==> config.mk <==
export PLATFORM = sky130hd
export DESIGN_NAME = bcd_serial_add_ctrl
export DESIGN_NICKNAME = d
export VERILOG_FILES = /design/src/rtl/bcd_pkg.sv /design/src/rtl/bcd_digit_add.sv /design/src/rtl/bcd_serial_add_ctrl.sv
export SDC_FILE = /design/constraint.sdc
export NUM_CORES = 1
export LEC_CHECK = 0
export BUFFER_PORTS_ARGS = -buffer_cell sky130_fd_sc_hd__clkbuf_2
export CAP_MARGIN = 0
export CORE_MARGIN = 2
export CORE_UTILIZATION = 53
export DETAILED_ROUTE_END_ITERATION = 6
export PLACE_DENSITY = 0.79
export SYNTH_ARGS = -nofsm -noshare
export SYNTH_HDL_FRONTEND = slang
export SYNTH_SLANG_ARGS = --single-unit
==> constraint.sdc <==
create_clock -name clk -period 5.3 [get_ports clk]
set_input_delay 1.325 -clock clk [delete_from_list [all_inputs] [get_ports clk]]
set_output_delay 1.325 -clock clk [all_outputs]
set_load 0.03 [all_outputs]
==> src/rtl/bcd_pkg.sv <==
// Shared types, constants and helpers for the serial packed-BCD adder.
package bcd_pkg;

  localparam int unsigned DIGIT_W    = 4;
  localparam int unsigned BCD_MAX    = 9;
  localparam int unsigned BCD_ADJ    = 6;
  localparam int unsigned MAX_DIGITS = 16;
  localparam int unsigned MAX_W      = DIGIT_W * MAX_DIGITS;

  typedef enum logic [1:0] {
    IDLE = 2'd0,
    ADD  = 2'd1,
    DONE = 2'd2
  } state_t;

  // Digit i of a packed BCD vector; callers zero-extend to MAX_W.
  function automatic logic [DIGIT_W-1:0] get_digit(input logic [MAX_W-1:0] v,
                                                   input int unsigned i);
    return v[DIGIT_W*i +: DIGIT_W];
  endfunction

endpackage

==> src/rtl/bcd_digit_add.sv <==
// One-digit BCD adder: binary add then +6 correction when the sum exceeds 9.
module bcd_digit_add
  import bcd_pkg::*;
(
  input  logic [DIGIT_W-1:0] a_d,
  input  logic [DIGIT_W-1:0] b_d,
  input  logic               c_in,
  output logic [DIGIT_W-1:0] d,
  output logic               c_out
);

  localparam int unsigned T_W = DIGIT_W + 1;

  logic [T_W-1:0] t;

  // Non-BCD digits go through the same rule; (t+6) mod 16 is the corrected digit.
  always_comb begin
    t     = T_W'(a_d) + T_W'(b_d) + T_W'(c_in);
    c_out = (t > T_W'(BCD_MAX));
    d     = c_out ? (t[DIGIT_W-1:0] + DIGIT_W'(BCD_ADJ)) : t[DIGIT_W-1:0];
  end

endmodule

==> src/rtl/bcd_serial_add_ctrl.sv <==
// Multi-digit packed-BCD adder time-sharing one digit adder, LSD first.
// Optional non-BCD input flag enabled by defining BCD_INPUT_CHECK_EN.
module bcd_serial_add_ctrl
  import bcd_pkg::*;
#(
  parameter int unsigned DIGITS = 4  // legal range 2..16
) (
  input  logic                    clk,
  input  logic                    rst,
  input  logic                    in_valid,
  output logic                    in_ready,
  input  logic [DIGIT_W*DIGITS-1:0] a,
  input  logic [DIGIT_W*DIGITS-1:0] b,
  input  logic                    carry_in,
  output logic                    out_valid,
  input  logic                    out_ready,
  output logic [DIGIT_W*DIGITS-1:0] sum,
  output logic                    carry_out,
  output logic                    busy,
  output logic                    err
);

  localparam int unsigned W     = DIGIT_W * DIGITS;
  localparam int unsigned IDX_W = $clog2(DIGITS);
  localparam int unsigned LAST  = DIGITS - 1;

  state_t             state;
  logic [IDX_W-1:0]   idx;
  logic               carry_q;
  logic [W-1:0]       a_q;
  logic [W-1:0]       b_q;

  logic [DIGIT_W-1:0] a_d;
  logic [DIGIT_W-1:0] b_d;
  logic [DIGIT_W-1:0] d;
  logic               c_out;
  logic               accept_c;
  logic               last_c;

  assign a_d      = get_digit(MAX_W'(a_q), 32'(idx));
  assign b_d      = get_digit(MAX_W'(b_q), 32'(idx));
  assign accept_c = (state == IDLE) && in_valid && in_ready;
  assign last_c   = (idx == IDX_W'(LAST));

  bcd_digit_add u_digit (
    .a_d   (a_d),
    .b_d   (b_d),
    .c_in  (carry_q),
    .d     (d),
    .c_out (c_out)
  );

  // Sequencer: accept in IDLE, one digit per cycle in ADD, hold result in DONE.
  always_ff @(posedge clk) begin
    if (rst) begin
      state     <= IDLE;
      idx       <= '0;
      carry_q   <= 1'b0;
      a_q       <= '0;
      b_q       <= '0;
      in_ready  <= 1'b0;
      out_valid <= 1'b0;
      busy      <= 1'b0;
      sum       <= '0;
      carry_out <= 1'b0;
    end else begin
      case (state)
        IDLE: begin
          in_ready <= 1'b1;
          if (accept_c) begin
            a_q      <= a;
            b_q      <= b;
            carry_q  <= carry_in;
            sum      <= '0;
            idx      <= '0;
            in_ready <= 1'b0;
            busy     <= 1'b1;
            state    <= ADD;
          end
        end
        ADD: begin
          sum[DIGIT_W*32'(idx) +: DIGIT_W] <= d;
          carry_q <= c_out;
          if (last_c) begin
            idx       <= '0;
            carry_out <= c_out;
            out_valid <= 1'b1;
            state     <= DONE;
          end else begin
            idx <= idx + IDX_W'(1);
          end
        end
        DONE: begin
          if (out_ready) begin
            out_valid <= 1'b0;
            busy      <= 1'b0;
            in_ready  <= 1'b1;
            state     <= IDLE;
          end
        end
        default: state <= IDLE;
      endcase
    end
  end

`ifdef BCD_INPUT_CHECK_EN
  logic bad_c;
  logic err_pend;

  always_comb begin
    bad_c = 1'b0;
    for (int unsigned i = 0; i < DIGITS; i++) begin
      if ((a[DIGIT_W*i +: DIGIT_W] > DIGIT_W'(BCD_MAX)) ||
          (b[DIGIT_W*i +: DIGIT_W] > DIGIT_W'(BCD_MAX)))
        bad_c = 1'b1;
    end
  end

  // Flag captured at accept, exposed only alongside out_valid.
  always_ff @(posedge clk) begin
    if (rst) begin
      err_pend <= 1'b0;
      err      <= 1'b0;
    end else begin
      if (accept_c)
        err_pend <= bad_c;
      if ((state == ADD) && last_c)
        err <= err_pend;
      else if ((state == DONE) && out_ready)
        err <= 1'b0;
    end
  end
`else
  assign err = 1'b0;
`endif

endmodule

==> flow_metrics.env <==
export IMPL_fin_total_pwr_w=0.00100
export IMPL_period_needed_ns=4.02
export IMPL_synth_fa_ha_area_frac=0.0555
export IMPL_synth_edf_count=0
export IMPL_synth_top_cell_area_share=0.452
export IMPL_io_buffers=56
export IMPL_synthesis_nets=333
export IMPL_yosys_most_used_dff="dfxtp_1"
export IMPL_die_area_mm2=0.00533
export IMPL_synth_top_family_by_area="simple AND/OR/NAND/NOR gates"
export IMPL_clock_fmax_mhz=248
export IMPL_ys_ff_latch=57
export IMPL_core_mm2=0.00466
export IMPL_rsz0062_at_grt="no"
export IMPL_num_rows=25
export IMPL_fin_ws_ns=1.28
export IMPL_dp_slack_ns=1.28
export IMPL_drt_wirelength_per_cell_um=13.8
export IMPL_dp_cells=380
export IMPL_min_path_type="register to register"
export IMPL_finalSetupViolCount=0
export IMPL_hold_buffers=0
export IMPL_synth_simple_gate_area_share=0.191
export IMPL_syn2layout_area_growth_pct=19.5
export IMPL_worstPathRequired_ns=5.58
export IMPL_whs_endpoint="b_q[6]"
export IMPL_layout_drive_gt1_share=0.249
export IMPL_cts_max_level=3
export IMPL_vias=2154
export IMPL_maxCapViolations=0
export IMPL_worst_setup_path_start_kind="register"
export IMPL_ir_worst_vdd_mv=0.180
export IMPL_tightest_slew_ns=1.06
export IMPL_yosys_area_top_type="dfxtp_1"
export IMPL_synthArstFlopShare=0
export IMPL_reg2reg_from="idx[0]"
export IMPL_clk_path_buf_depth=2
export IMPL_wl_um=5470
export IMPL_gr_total_overflow=0
export IMPL_start_util=0.542
export IMPL_muxShareOfSynthArea=0.0812
export IMPL_die_h_um=73.0
export IMPL_avgSynthCellArea_um2=8.83
export IMPL_critPathCaptureType="register"
export IMPL_seq_area_frac_synth=0.452
export IMPL_holdWs_ns=0.452
export IMPL_place_congestion=0.790
export IMPL_synth_compound_area_frac=0.175
export IMPL_numClockSinks=57
export IMPL_p_leak_nw=1.24
export IMPL_slew_violations=0
export IMPL_die_w_um=73.0
export IMPL_drc=0
export IMPL_syn_area_mm2=0.00253
export IMPL_fin_nets=384
export IMPL_numCtsBuffers=9
export IMPL_cts_root_buf="clkbuf_8"
export IMPL_grt_pass1_vias=1991
export IMPL_synth_xor_area_frac=0.00693
export IMPL_ys_types=35
export IMPL_setup_tns_ns=0
export IMPL_finalCritPeriodShare=0.759
export IMPL_outcome="completed"
export IMPL_grt_pass1_wl_um=8860
export IMPL_drtAntennaViolNets=0
export IMPL_ys_warn_count=0
export IMPL_hp_start="b_q[6]"
export IMPL_ff2ff_path_depth=11
export IMPL_drt_pass1_iter_count=4
export IMPL_power_density_mw_per_mm2=332
export IMPL_crit_arrival_ns=4.30
export IMPL_grt_total_usage=0.218
export IMPL_reg2reg_to="sum[10]"
export IMPL_synth_area_leaders="dfxtp_1, nand2_1, a21oi_1"
export IMPL_dp_hpwl_um=3790
export IMPL_maxSlewHeadroom=0.295
export IMPL_stdcell_count=396
export IMPL_antenna_found_initial=0
export IMPL_hold_viol=0
export IMPL_skew_ns=0.00586
export IMPL_cts_setup_buffers=0
export IMPL_drtIter0Drc=100
export IMPL_diodes=0
export IMPL_crit_type="register to register"
export IMPL_cts_clk_slew_worst_paths_ns=0.06
export IMPL_crit_path_max_fanout=15
export IMPL_clk_latency_ns=0.34
export IMPL_vias_per_cell=5.44
export IMPL_final_common_cell="nand2_1"
export IMPL_grt_max_degree=56
export IMPL_rrSetupSlack_ns=1.28
export IMPL_cts_tree="done"
export IMPL_cts_resized=0
export IMPL_final_cell_mix="nand2_1, dfxtp_1, clkbuf_2"
export IMPL_synth_cells=286
export IMPL_worstHoldPathCells=2
export IMPL_boundaryPins=58
==> where the power goes <==
part / internal [W] / switching [W] / total (W)
logic: 0.0000521 / 0.0000730 / 0.000125
registers: 0.000445 / 0.0000136 / 0.000459
clock network: 0.000255 / 0.000164 / 0.000419
total: 0.000753 / 0.000250 / 0.00100
==> worst max path at each step <==
| stage | slack [ns] | depth (start not counted) | to | start |
|---|---|---|---|---|
| floorplan | 1.46 | 12 | sum[10] | idx[0] |
| global placement | 1.41 | 11 | sum[10] | idx[0] |
| detailed placement | 1.28 | 11 | sum[10] | idx[0] |
| CTS | 1.26 | 11 | sum[10] | idx[0] |
| global route | 1.05 | 11 | sum[10] | idx[0] |
| finish | 1.28 | 11 | sum[10] | idx[0] |
==> cell usage after synthesis (2+ instances only) <==
cell and n:
a21o_1 4, a21oi_1 43, a22o_1 8, a22oi_1 8, a31oi_1 2, and3_1 2
buf_1 2, buf_4 2, clkbuf_1 12, dfxtp_1 57, fa_1 2, ha_1 8
inv_1 6, mux4_2 8, nand2_1 73, nand2b_1 2, nand3_1 3, nand3b_1 2
nor2_1 15, nor2b_1 7, nor3_1 2, o21ai_0 3, or2_2 2, xnor2_1 2
==> state kept, by name, indices dropped and copies added, names as in the netlist <==
name / flops
a_q: 16
b_q: 16
sum: 16
idx: 2
state: 2
busy: 1
carry_out: 1
carry_q: 1
in_ready: 1
out_valid: 1
==> kinds of logic after synthesis <==
family                   count (synthesis)
AND/OR/NAND/NOR                        112
adder cells (fa/ha/maj)                 10
XOR/XNOR                                 2
buffers and inverters                   23
flip-flops                              57
multiplexers                            10
AO/OA/AOI/OAI                           71
other                                    1
==> per-layer routing <==
layer,wire length (um),vias up,global-route usage
met5,0,-,0
met4,155,0,0.140
met3,291,17,0.0552
met2,2600,76,0.322
met1,2420,975,0.283
li1,-,1086,-
==> cell type report <==
cell class              instances  area, um2
well taps                      54       67.6
repair buffers                 57        288
flip-flops and latches         57       1140
clock buffers                  14        173
fillers                       405       1640
inverters                       6       22.5
multi-input cells             206       1290
clock inverters                 2       35.0
==> worst max-delay path, cell delays in order (launching register included) <==
cell and delay (ns):
dfxtp_1 0.76, mux4_2 0.60, fa_1 0.43, fa_1 0.42, xnor2_1 0.19, ha_1 0.25, nor2b_1 0.14, a31o_1 0.23
o31ai_4 0.28, mux2_4 0.33, nor2_2 0.15, a22o_1 0.18
==> stage by stage <==
step | cell area (um2) | util
after global routing | 3020 | 0.648
after detailed placement | 2810 | 0.603
after floorplan | 2530 | -
final | 3020 | 0.648
after CTS | 3020 | 0.648
after global placement | 2810 | 0.603
(Power assumes the default switching activity.)
